===== config.mk =====
export PLATFORM = sky130hd
export DESIGN_NAME = rom_horner_eval_flat
export DESIGN_NICKNAME = d
export VERILOG_FILES = /design/src/rtl/rom_horner_eval_if.sv /design/src/rtl/rom_horner_eval.sv /design/src/flat_wrapper.sv
export SDC_FILE = /design/constraint.sdc
export NUM_CORES = 1
export LEC_CHECK = 0
export CAP_MARGIN = 10
export CORE_UTILIZATION = 50
export DETAILED_ROUTE_END_ITERATION = 12
export PLACE_DENSITY = 0.68
export SYNTH_ARGS = -nofsm -noshare
export SYNTH_HDL_FRONTEND = slang
export SYNTH_SLANG_ARGS = --single-unit

===== constraint.sdc =====
create_clock -name clk -period 11.33 [get_ports clk]
set_clock_uncertainty 0.15 [all_clocks]
set_input_delay 1.6995 -clock clk [delete_from_list [all_inputs] [get_ports clk]]
set_output_delay 1.6995 -clock clk [all_outputs]
set_load 0.01 [all_outputs]

===== src/rtl/rom_horner_eval_if.sv =====
// Handshake and ROM bus for the Horner polynomial sequencer.
// master = requester plus coefficient ROM, slave = sequencer.
interface rom_horner_eval_if;
  logic               start;
  logic signed [15:0] x;
  logic [2:0]         rom_sel;
  logic signed [15:0] rom_data;
  logic               busy;
  logic               done;
  logic signed [15:0] result;
  logic               sat;

  modport master (
    output start, x, rom_data,
    input  rom_sel, busy, done, result, sat
  );

  modport slave (
    input  start, x, rom_data,
    output rom_sel, busy, done, result, sat
  );
endinterface


===== src/rtl/rom_horner_eval.sv =====
// Horner-rule polynomial evaluator over an 8x16 coefficient ROM.
// Fixed-point with FRAC fraction bits, saturating after every step.
module rom_horner_eval #(
  parameter int NUM_COEF = 7,
  parameter int FRAC     = 10
) (
  input  logic             clk,
  input  logic             rst,
  rom_horner_eval_if.slave bus
);

  typedef enum logic [1:0] {
    S_IDLE,
    S_LOAD,
    S_MAC,
    S_DONE
  } state_t;

  localparam logic [2:0] LAST_IDX = 3'(NUM_COEF - 1);

  state_t             r_state;
  logic [2:0]         r_idx;
  logic signed [15:0] r_acc;
  logic signed [15:0] r_xr;
  logic               r_flag;
  logic               r_busy;
  logic               r_done;
  logic signed [15:0] r_result;
  logic               r_sat;

  logic signed [31:0] w_p;
  logic signed [32:0] w_pe;
  logic signed [32:0] w_ce;
  logic signed [32:0] w_s;
  logic               w_hi;
  logic               w_lo;
  logic               w_clip;
  logic signed [15:0] w_next;

  // One Horner step: acc*x rescaled (floor), plus the next coefficient.
  assign w_p    = r_acc * r_xr;
  assign w_pe   = {w_p[31], w_p};
  assign w_ce   = {{17{bus.rom_data[15]}}, bus.rom_data};
  assign w_s    = (w_pe >>> FRAC) + w_ce;
  assign w_hi   = (w_s > 33'sd32767);
  assign w_lo   = (w_s < -33'sd32768);
  assign w_clip = w_hi | w_lo;
  assign w_next = w_hi ? 16'sh7fff :
                  w_lo ? 16'sh8000 :
                  w_s[15:0];

  // Sequencer FSM with all outputs registered.
  always_ff @(posedge clk) begin
    if (rst) begin
      r_state  <= S_IDLE;
      r_idx    <= 3'd0;
      r_acc    <= 16'sd0;
      r_xr     <= 16'sd0;
      r_flag   <= 1'b0;
      r_busy   <= 1'b0;
      r_done   <= 1'b0;
      r_result <= 16'sd0;
      r_sat    <= 1'b0;
    end else begin
      r_done <= 1'b0;
      unique case (r_state)
        S_IDLE: begin
          if (bus.start) begin
            r_xr    <= bus.x;
            r_idx   <= 3'd0;
            r_flag  <= 1'b0;
            r_busy  <= 1'b1;
            r_state <= S_LOAD;
          end
        end
        S_LOAD: begin
          r_acc   <= bus.rom_data;
          r_idx   <= 3'd1;
          r_state <= S_MAC;
        end
        S_MAC: begin
          r_acc  <= w_next;
          r_flag <= r_flag | w_clip;
          if (r_idx == LAST_IDX) begin
            r_done   <= 1'b1;
            r_result <= w_next;
            r_sat    <= r_flag | w_clip;
            r_state  <= S_DONE;
          end else begin
            r_idx <= r_idx + 3'd1;
          end
        end
        S_DONE: begin
          r_busy  <= 1'b0;
          r_state <= S_IDLE;
        end
        default: r_state <= S_IDLE;
      endcase
    end
  end

  assign bus.rom_sel = r_idx;
  assign bus.busy    = r_busy;
  assign bus.done    = r_done;
  assign bus.result  = r_result;
  assign bus.sat     = r_sat;

endmodule

===== src/flat_wrapper.sv =====
// flat-port wrapper written by rule: the top's interface ports become plain ports
module rom_horner_eval_flat 
#(
  parameter int NUM_COEF = 7,
  parameter int FRAC     = 10
)
  (clk, rst, bus_start, bus_x, bus_rom_data, bus_rom_sel, bus_busy, bus_done, bus_result, bus_sat);
  rom_horner_eval_if bus_i ();
  input  logic clk;
  input  logic rst;
  input wire logic [$bits(bus_i.start)-1:0] bus_start;
  input wire logic [$bits(bus_i.x)-1:0] bus_x;
  input wire logic [$bits(bus_i.rom_data)-1:0] bus_rom_data;
  output wire logic [$bits(bus_i.rom_sel)-1:0] bus_rom_sel;
  output wire logic [$bits(bus_i.busy)-1:0] bus_busy;
  output wire logic [$bits(bus_i.done)-1:0] bus_done;
  output wire logic [$bits(bus_i.result)-1:0] bus_result;
  output wire logic [$bits(bus_i.sat)-1:0] bus_sat;
  assign bus_i.start = bus_start;
  assign bus_i.x = bus_x;
  assign bus_i.rom_data = bus_rom_data;
  assign bus_rom_sel = bus_i.rom_sel;
  assign bus_busy = bus_i.busy;
  assign bus_done = bus_i.done;
  assign bus_result = bus_i.result;
  assign bus_sat = bus_i.sat;
  rom_horner_eval #(.NUM_COEF(NUM_COEF), .FRAC(FRAC)) u_core (.clk(clk), .rst(rst), .bus(bus_i));
endmodule

# ---- After elaboration in Yosys (flattened, before gate mapping)
# Index checks and enable logic that the tools add are counted.
dict set report word_totals {
  ff_bits 57
  latch_bits 0
  ram_bits 0
  romBits 0
  input_bits 35
  elab_cells 50
  mem_count 0
}
dict set report op_classes {
  add_sub_neg 2
  multipliers 1
  div_mod_pow 0
  magnitude_cmp 2
  n_eq_ne 7
  shifts 0
  n_mux 14
  bitwise 3
  reduce_logical 12
}
# cell n
set ops {}
lappend ops {{33-bit by 16-bit > comparator with 1-bit output, second input constant} 1}
lappend ops {{33-bit by 16-bit < comparator with 1-bit output, second input constant} 1}
lappend ops {{16-bit by 16-bit multiplier with 32-bit output} 1}
lappend ops {{16-bit 2-to-1 mux} 2}
lappend ops {{16-bit one-hot mux with 2 select lines} 1}
lappend ops {{22-bit by 16-bit adder with 23-bit output} 1}
lappend ops {{2-bit AND reduction} 5}
lappend ops {{3-bit one-hot mux with 3 select lines} 1}
lappend ops {{2-bit one-hot mux with 4 select lines} 1}
lappend ops {{3-bit 2-to-1 mux} 2}
lappend ops {{2-bit nonzero test} 3}
lappend ops {{2-bit equality test, second input constant} 2}
lappend ops {{2-bit 2-to-1 mux} 2}
lappend ops {{2-bit inequality test, second input constant} 2}
lappend ops {{1-bit one-hot mux with 2 select lines} 2}
lappend ops {{3-bit by 1-bit adder with 3-bit output, second input constant} 1}
lappend ops {{3-bit equality test, second input constant} 1}
lappend ops {{1-bit 2-to-1 mux} 3}
lappend ops {{3-bit AND reduction} 1}
lappend ops {{3-bit nonzero test} 1}
lappend ops {{2-bit by 1-bit equality test with 1-bit output, second input constant} 1}
lappend ops {{2-bit logical NOT} 1}
lappend ops {{2-bit by 1-bit inequality test with 1-bit output, second input constant} 1}
lappend ops {{1-bit bitwise OR} 2}
lappend ops {{other kinds (2)} 2}

# ---- Longest topological paths before layout
# Gate-level depths: netlist of run 1.
dict set report logic_depth {
  depth_word 6
  ltp_mapped 38
  depth_no_buf 34
}

# ---- Worst setup path after synthesis of run 1
# OpenSTA, ideal clock, no wires.
dict set report synth_timing {
  path_kind {flip-flop to flip-flop}
  startpoint {register u_core.r_xr[9]}
  endpoint {register u_core.r_sat, in the netlist u_core.bus.sat}
  t_arrival_ps 8521
  required_time_ps 11065
  slack_ps 2544
  path_stages_with_launch 36
  synth_period_minus_slack_ps 8786
  path_cell_list {dfxtp_1 > clkbuf_1 > clkbuf_1 > nand2_1 > fa_1 > inv_1 > fa_1 > inv_1 > fa_1 > inv_1 > fa_1 > fa_1 > fa_1 > ha_1 > a21o_1 > a21o_1 > a221o_1 > a31o_2 > a2111o_1 > a31oi_4 > nor2b_1 > o21a_1 > nor3_1 > nor2_1 > ha_1 > nand2_1 > nor4_1 > o21ai_0 > a211o_1 > nor3_1 > nand3b_1 > o41ai_2 > buf_4 > buf_6 > nand3b_1 > o21a_1}
}
dict set report synth_between {
  elab_chain_len 5
  elab_cells_between_ends 6
  cone_classes {add/sub (1); mul (1); order compare (2); bitwise (2)}
}
# item line
set synth_rtl {}
lappend synth_rtl {{start, declared} rom_horner_eval.sv:24} ;# logic signed [15:0] r_xr;
lappend synth_rtl {{start signal, assigned} rom_horner_eval.sv:69} ;# r_xr <= bus.x;
lappend synth_rtl {{16-bit by 16-bit multiplier with 32-bit output *} rom_horner_eval.sv:41} ;# assign w_p = r_acc * r_xr;
lappend synth_rtl {{22-bit by 16-bit adder with 23-bit output *} rom_horner_eval.sv:44} ;# assign w_s = (w_pe >>> FRAC) + w_ce;
lappend synth_rtl {{33-bit by 16-bit > comparator with 1-bit output / 33-bit by 16-bit < comparator with 1-bit output (equally long branches)} {rom_horner_eval.sv:45, rom_horner_eval.sv:46}}
lappend synth_rtl {{1-bit bitwise OR *} rom_horner_eval.sv:47} ;# assign w_clip = w_hi | w_lo;
lappend synth_rtl {{1-bit bitwise OR *} rom_horner_eval.sv:87} ;# r_sat <= r_flag | w_clip;
lappend synth_rtl {{end signal, assigned} rom_horner_eval.sv:87}
lappend synth_rtl {{end, declared} rom_horner_eval.sv:29} ;# logic r_sat;
# Every way passes the cells marked *; elsewhere a longest branch is shown, timed or not.
# A chain may end at the register's enable or synchronous reset.

# ---- Worst setup path after layout of run 1
dict set report layout_timing {
  startpoint {register u_core.r_xr[15]}
  endpoint {register u_core.r_acc[3]}
}
dict set report layout_between {
  elab_chain_len 6
  elab_cells_between_ends 7
  cone_classes {add/sub (1); mul (1); order compare (2); mux (3)}
}
# item line
set layout_rtl {}
lappend layout_rtl {{16-bit by 16-bit multiplier with 32-bit output *} rom_horner_eval.sv:41}
lappend layout_rtl {{22-bit by 16-bit adder with 23-bit output *} rom_horner_eval.sv:44}
lappend layout_rtl {{33-bit by 16-bit < comparator with 1-bit output} rom_horner_eval.sv:46} ;# assign w_lo = (w_s < -33'sd32768);
lappend layout_rtl {{16-bit 2-to-1 mux} rom_horner_eval.sv:49} ;# w_lo ? 16'sh8000 :
lappend layout_rtl {{16-bit 2-to-1 mux *} rom_horner_eval.sv:48} ;# assign w_next = w_hi ? 16'sh7fff :
lappend layout_rtl {{16-bit one-hot mux with 2 select lines *} rom_horner_eval.sv:66} ;# unique case (r_state)
lappend layout_rtl {{end signal, assigned} rom_horner_eval.sv:77} ;# r_acc <= bus.rom_data;
lappend layout_rtl {{end signal, assigned} rom_horner_eval.sv:82} ;# r_acc <= w_next;
lappend layout_rtl {{end, declared} rom_horner_eval.sv:23} ;# logic signed [15:0] r_acc;
# Marked as above.

==> results of run 1 <==
-- logic make-up (layout without fill, tap and decap cells) --
kind of cell,Yosys count,after routing,share of synthesized area
simple gates,464,464,0.1703
buf+inv,377,398,0.1104
mux,1,1,0.0007662
compound gates,181,181,0.1012
xor+xnor,36,36,0.02413
flops,57,57,0.08734
fa+ha+maj,371,371,0.5058
-- final cells by class --
cell class,count,area (sq um),share of cell area
timing repair buffer,62,600.6,0.04252
inverter,320,1201,0.08503
clock buffer,10,239.0,0.01692
sequential,57,1141,0.08078
clock inverter,6,50.05,0.003543
multi-input combinational,1053,10480,0.7420
tap,330,412.9,0.02923
-- through the flow --
stage	cells	utilization
2_1_floorplan	1487	-
3_3_place_gp	1822	0.5448
3_5_place_dp	1822	0.5448
4_1_cts	1838	0.5562
5_1_grt	1838	0.5562
6_report	1838	0.5562
-- worst min-delay path by stage --
stage / endpoint / slack (ns) / depth (start not counted)
2_1_floorplan: u_core.bus.result[15] / 0.33 / 2
3_3_place_gp: u_core.bus.result[15] / 0.30 / 2
4_1_cts: u_core.bus.result[15] / 0.31 / 2
3_5_place_dp: u_core.bus.result[15] / 0.30 / 2
5_1_grt: u_core.bus.result[15] / 0.35 / 2
6_report: u_core.bus.result[15] / 0.32 / 2
-- flip-flops by register name, summed over array words and instances (netlist names) --
signal	count
u_core.bus.done	1
u_core.bus.busy	1
u_core.r_acc	16
u_core.bus.result	16
u_core.bus.rom_sel	3
u_core.r_state	2
u_core.bus.sat	1
u_core.r_xr	16
u_core.r_flag	1
-- worst max-delay path: cells and delay by family (launching register included) --
kind                     cells  cell delay (ns)
adder cells (fa/ha/maj)      8             3.83
XOR/XNOR                     1             0.15
flip-flops                   1             0.55
buffers and inverters        3             0.49
AO/OA/AOI/OAI               11             2.53
AND/OR/NAND/NOR              8             2.03
-- where the power goes --
| part | internal, uW | total, uW | switching [uW] |
|---|---|---|---|
| sequential | 237 | 385 | 147 |
| combinational | 1290 | 3320 | 2030 |
| clock | 156 | 266 | 110 |
| total | 1690 | 3970 | 2290 |
-- cell usage in the layout (no fill, tap or decap), types with 13 or more instances in the layout --
cell,n
and2_1,123
nand2b_1,15
a21oi_1,51
dfxtp_1,57
fa_1,262
inv_1,320
a211oi_1,17
ha_1,109
a21o_1,15
nor3_1,13
nand2_1,189
and3_1,14
nor2_1,80
o21ai_0,16
clkdlybuf4s50_1,55
a211oi_2,14
xnor2_1,30
-- routing by layer --
metal	vias up	GRT usage	share of wire
li1	4585	-	-
met1	4936	0.3460	0.43
met2	243	0.4520	0.50
met3	51	0.03250	0.046
met4	0	0.07744	0.024
met5	-	0	0
==> run metrics, run 1 <==
hold buffer count at CTS 0; DR pass1 iterations 5; sequential area share after synthesis 0.08734; Total Routing Usage GR 0.2629; I/O pin count 57; critical path class flip-flop to flip-flop; Worst Setup SP u_core.r_xr[15]; DRT iter0 DRCs ~470; Reg2Reg Capture Point u_core.r_acc[3]; CP startpoint kind flip-flop; Post-synth top flop dfxtp_1; vias in the first global route 10610; Die Width 163.6 um; r2r setup slk 1.44 ns; layout cells sized above 1 0.03249; max-capacitance violation count 0; Worst-Margin Slew just under 1 ns; nets 1909; setup bufs post-CTS 0; crit end category flip-flop; first-pass GRT wire length 54.01 mm; Pwr per Cell Area 281.4 nW/um^2; Synth Instances 1487; Final Setup Violations 0; setup_tns 0 ns; placed cell area 13840 sq um; PortBufs 56; Reg2Reg Depth 31; Mean Syn Cell Area 8.786 sq um; Post-CTS Resized 0; DIE HEIGHT 163.6 um; DRC violations left 0; top post-synthesis cells by area fa_1 (40%), ha_1 (10%), inv_1 (9.2%); CTS tree done; fin area around 14000 sq um; Hold/Removal Path Class flip-flop to flip-flop; Leakage 0.007008 uW; top-count cell post-synth inv_1; clock latency on the worst-skew pair 0.34 ns; async set-reset flop share out of synthesis 0; initial antenna violation count 0; EDFF count, synth 0; antenna viol nets, final 0; Setup crit end u_core.r_acc[3]; post-synthesis net count 1893; detailed-route via count 9815; clk root buf clkbuf_16; Hold Path Origin u_core.bus.result[15]; pin count of the biggest net entering global routing 56; Tcrit/Tclk final 0.8731; #FFs+latches synth 57; WL/cell 17.34 um; total CTS buffers 9; total design power 3975 uW; total core area 25400 sq um; Post-Synthesis Cell Area between 10000 and 15000 sq um; RSZ-0062 raised after global routing false; initial core utilization 0.5144; Clock Sinks 57; min Tclk post-route just under 10 ns; hpwl dp ~26 mm; fillcell total 2370; CTS HTree Levels 3; Slew HR 0.3388; Hold Worst Slack 0.3160 ns; vias per cell 5.340; most frequent cell on the critical path fa_1; area grow syn2layout 8.121%; setup ws final 1.438 ns; Clock Path Buffers 2; WL final 31.88 mm; Inserted Diodes 0; final RePlAce weighted congestion about 0.9; most frequent cells after synthesis inv_1 (320), fa_1 (262), nand2_1 (189); Worst R2R Start u_core.r_xr[15]; top cell type's share of synthesized area 0.4015; Warnings, synthesis 0; fmax 101.1 MHz; WP data required 11.35 ns; status finished clean; Worst Path Arrival 9.91 ns; maximum fanout along the worst path 11; die area about 27000 sq um; post-place setup slack 1.537 ns; Final Hold Viols 0; gr ovfl total 0; CP max-delay cell nor2b_1; CP peak stage delay 0.80 ns; clock-pin transition on the worst setup and hold timing paths about 0.060 ns; post-synth top area cell fa_1; post-synthesis cell type count between 60 and 70; VDD IR max 0.4065 mV; FP Rows 58; Slew Limit Fails 0
(Power assumes the default switching activity.)
==> run 2: changes to the inputs <==
--- a/config.mk
+++ b/config.mk
@@ -6,8 +6,11 @@
 export NUM_CORES = 1
 export LEC_CHECK = 0
 export CAP_MARGIN = 10
+export CORE_MARGIN = 5
 export CORE_UTILIZATION = 50
+export CTS_CLUSTER_DIAMETER = 60
 export DETAILED_ROUTE_END_ITERATION = 12
+export MAX_ROUTING_LAYER = met4
 export PLACE_DENSITY = 0.68
 export SYNTH_ARGS = -nofsm -noshare
 export SYNTH_HDL_FRONTEND = slang
==> run 2 against run 1 <==
Sequential share of layout area barely moved. Register-to-register slack got worse by 0.27 ns. Largest cell class unchanged. Non-clock buffer count rose by 2. Die area rose by 10%. Power barely moved. Maximum frequency fell by 2.7%. Critical path type unchanged.
==> run metrics, run 2 (synthesized netlist as in run 1, its figures left out) <==
Multi-input gate area 10490 sq um (+0.11%); total CTS buffers 9 (unchanged); Post-CTS Resized 0 (unchanged); Leakage 0.007043 uW (+0.49%); DRC violations left 0 (unchanged); status finished clean; first-pass GRT wire length 54.74 mm (+1.3%); RSZ-0062 raised after global routing false; WL/cell 17.40 um (+0.34%); FP Rows 59 (+1.7%); Final Hold Viols 0 (unchanged); clk root buf clkbuf_16; hold buffer count at CTS 0 (unchanged); Switching Share 0.5707 (-0.004724); net switching power 2268 uW (-0.83%); setup bufs post-CTS 0 (unchanged); share of power burned in registers 0.098 (about the same); DIE HEIGHT 171.6 um (+4.9%); initial core utilization 0.5042 (-0.01016); crit end category flip-flop; CP peak stage delay 0.90 ns (+0.10 ns); nets 1911 (+0.10%); area grow syn2layout 8.532%; WL final 32.11 mm (+0.72%); Total Routing Usage GR 0.2423 (-0.02060); Final Setup Violations 0 (unchanged); CTS tree done; register area 1141 sq um (unchanged); Clock Sinks 57 (unchanged); commonest cells after routing, fill and taps aside inv_1 (320), fa_1 (262), nand2_1 (189); setup_tns 0 ns (unchanged); VDD IR max 0.3419 mV (-16%); pin count of the biggest net entering global routing 56 (unchanged); Tcrit/Tclk final 0.8972 (+0.02413); Slew Limit Fails 0 (unchanged); Pint 1706 uW (+1.1%); fmax 98.37 MHz (-2.7%); gr ovfl total 0 (unchanged); hpwl dp 26.33 mm (+2.2%); die area 29460 sq um (+10%); antenna viol nets, final 0 (unchanged); Pwr per Cell Area 280.3 nW/um^2 (-0.39%); maximum fanout along the worst path 20 (+9); clock network power share 0.072 (+0.005); clock-pin transition on the worst setup and hold timing paths 0.06 ns (about the same); final RePlAce weighted congestion 0.9041 (+0.52%); initial antenna violation count 0 (unchanged); Worst Path Arrival 10.27 ns (+0.36 ns); I/O pin count 57 (unchanged); PortBufs 56 (unchanged); most frequent cell on the critical path fa_1; commonest non-fill, non-tap cell in the layout inv_1; max-capacitance violation count 0 (unchanged); vias per cell 5.341 (about the same); detailed-route via count 9855 (+0.41%); fillcell total 2393 (+0.97%); Gate power share 0.830 (-0.006); CTS HTree Levels 3 (unchanged); Hold/Removal Path Class flip-flop to flip-flop; clock latency on the worst-skew pair 0.34 ns (about the same); DR pass1 iterations 5 (unchanged); Die Width 171.6 um (+4.9%); DRT iter0 DRCs 522 (+12%); layout cells sized above 1 0.03377 (+0.001281); Hold Worst Slack 0.3092 ns (-0.006774 ns); Slew HR 0.2731 (-0.06568); WP data required 11.43 ns (+0.08 ns); vias in the first global route 10640 (+0.22%); CP max-delay cell dfxtp_1; Worst-Margin Slew 1.087 ns (+0.09684 ns); CP startpoint kind flip-flop; min Tclk post-route 10.17 ns (+0.2734 ns); critical path class flip-flop to flip-flop; total core area 25910 sq um (+2.0%); Inserted Diodes 0 (unchanged); Clock Path Buffers 2 (unchanged)
-- run 2: path summary, 6_finish.rpt --
| check | startpoint | to | slack, ns | depth (start not counted) |
|---|---|---|---|---|
| max | u_core.r_acc[7] | u_core.r_acc[1] | 1.16 | 32 |
| min | u_core.r_xr[10] | u_core.r_xr[10] | 0.31 | 2 |
| max reg2reg | u_core.r_acc[7] | u_core.r_acc[1] | 1.16 | 32 |
| min reg2reg | u_core.r_xr[10] | u_core.r_xr[10] | 0.31 | 2 |
-- run 2: power by group through the flow --
stage / Clock [uW] / Sequential (uW) / Combinational [uW]
final: 288 / 389 / 3300
after CTS: 292 / 385 / 3340
after global routing: 300 / 395 / 3740
after floorplan: 0 / 275 / 2600
after global placement: 0 / 386 / 3280
after detailed placement: 0 / 389 / 3310
-- run 2: critical path, delay by kind of cell, from the launching register on --
family | cells | cell delay, ns
flops | 1 | 0.90
simple gates | 9 | 1.72
buf+inv | 4 | 0.24
fa+ha+maj | 8 | 3.67
compound gates | 11 | 3.38
-- run 2: metrics by stage --
step           worst slack, ns  instances  cell area (sq um)  utilization  total power [uW]
2_1_floorplan            2.544       1487              13070            -              2877
3_3_place_gp             1.335       1829              13870       0.5353              3667
3_5_place_dp             1.236       1829              13870       0.5353              3698
4_1_cts                  1.212       1845              14180       0.5473              4015
5_1_grt                 0.6604       1845              14180       0.5473              4433
6_report                 1.165       1845              14180       0.5473              3974
-- run 2: layout make-up --
type | count | share of cell area
multi-input cells | 1053 | 0.7400
flip-flops and latches | 57 | 0.08047
clock inverters | 7 | 0.006000
well taps | 335 | 0.02956
repair buffers | 64 | 0.04341
clock buffers | 9 | 0.01588
inverters | 320 | 0.08471
-- run 2: routing by layer --
metal | global-route usage | up-vias | wire (um)
met1 | 0.3110 | 4958 | 13340
met2 | 0.4091 | 247 | 16330
met3 | 0.02643 | 49 | 1561
met4 | 0.06889 | 0 | 873
met5 | - | - | 0
li1 | - | 4601 | -
==> run 3: changes to the inputs <==
--- a/config.mk
+++ b/config.mk
@@ -9,6 +9,7 @@
 export CORE_MARGIN = 5
 export CORE_UTILIZATION = 50
 export CTS_CLUSTER_DIAMETER = 60
+export CTS_CLUSTER_SIZE = 10
 export DETAILED_ROUTE_END_ITERATION = 12
 export MAX_ROUTING_LAYER = met4
 export PLACE_DENSITY = 0.68
==> results of run 3 <==
The final DEF is identical to that of run 2; final timing and power are the same.
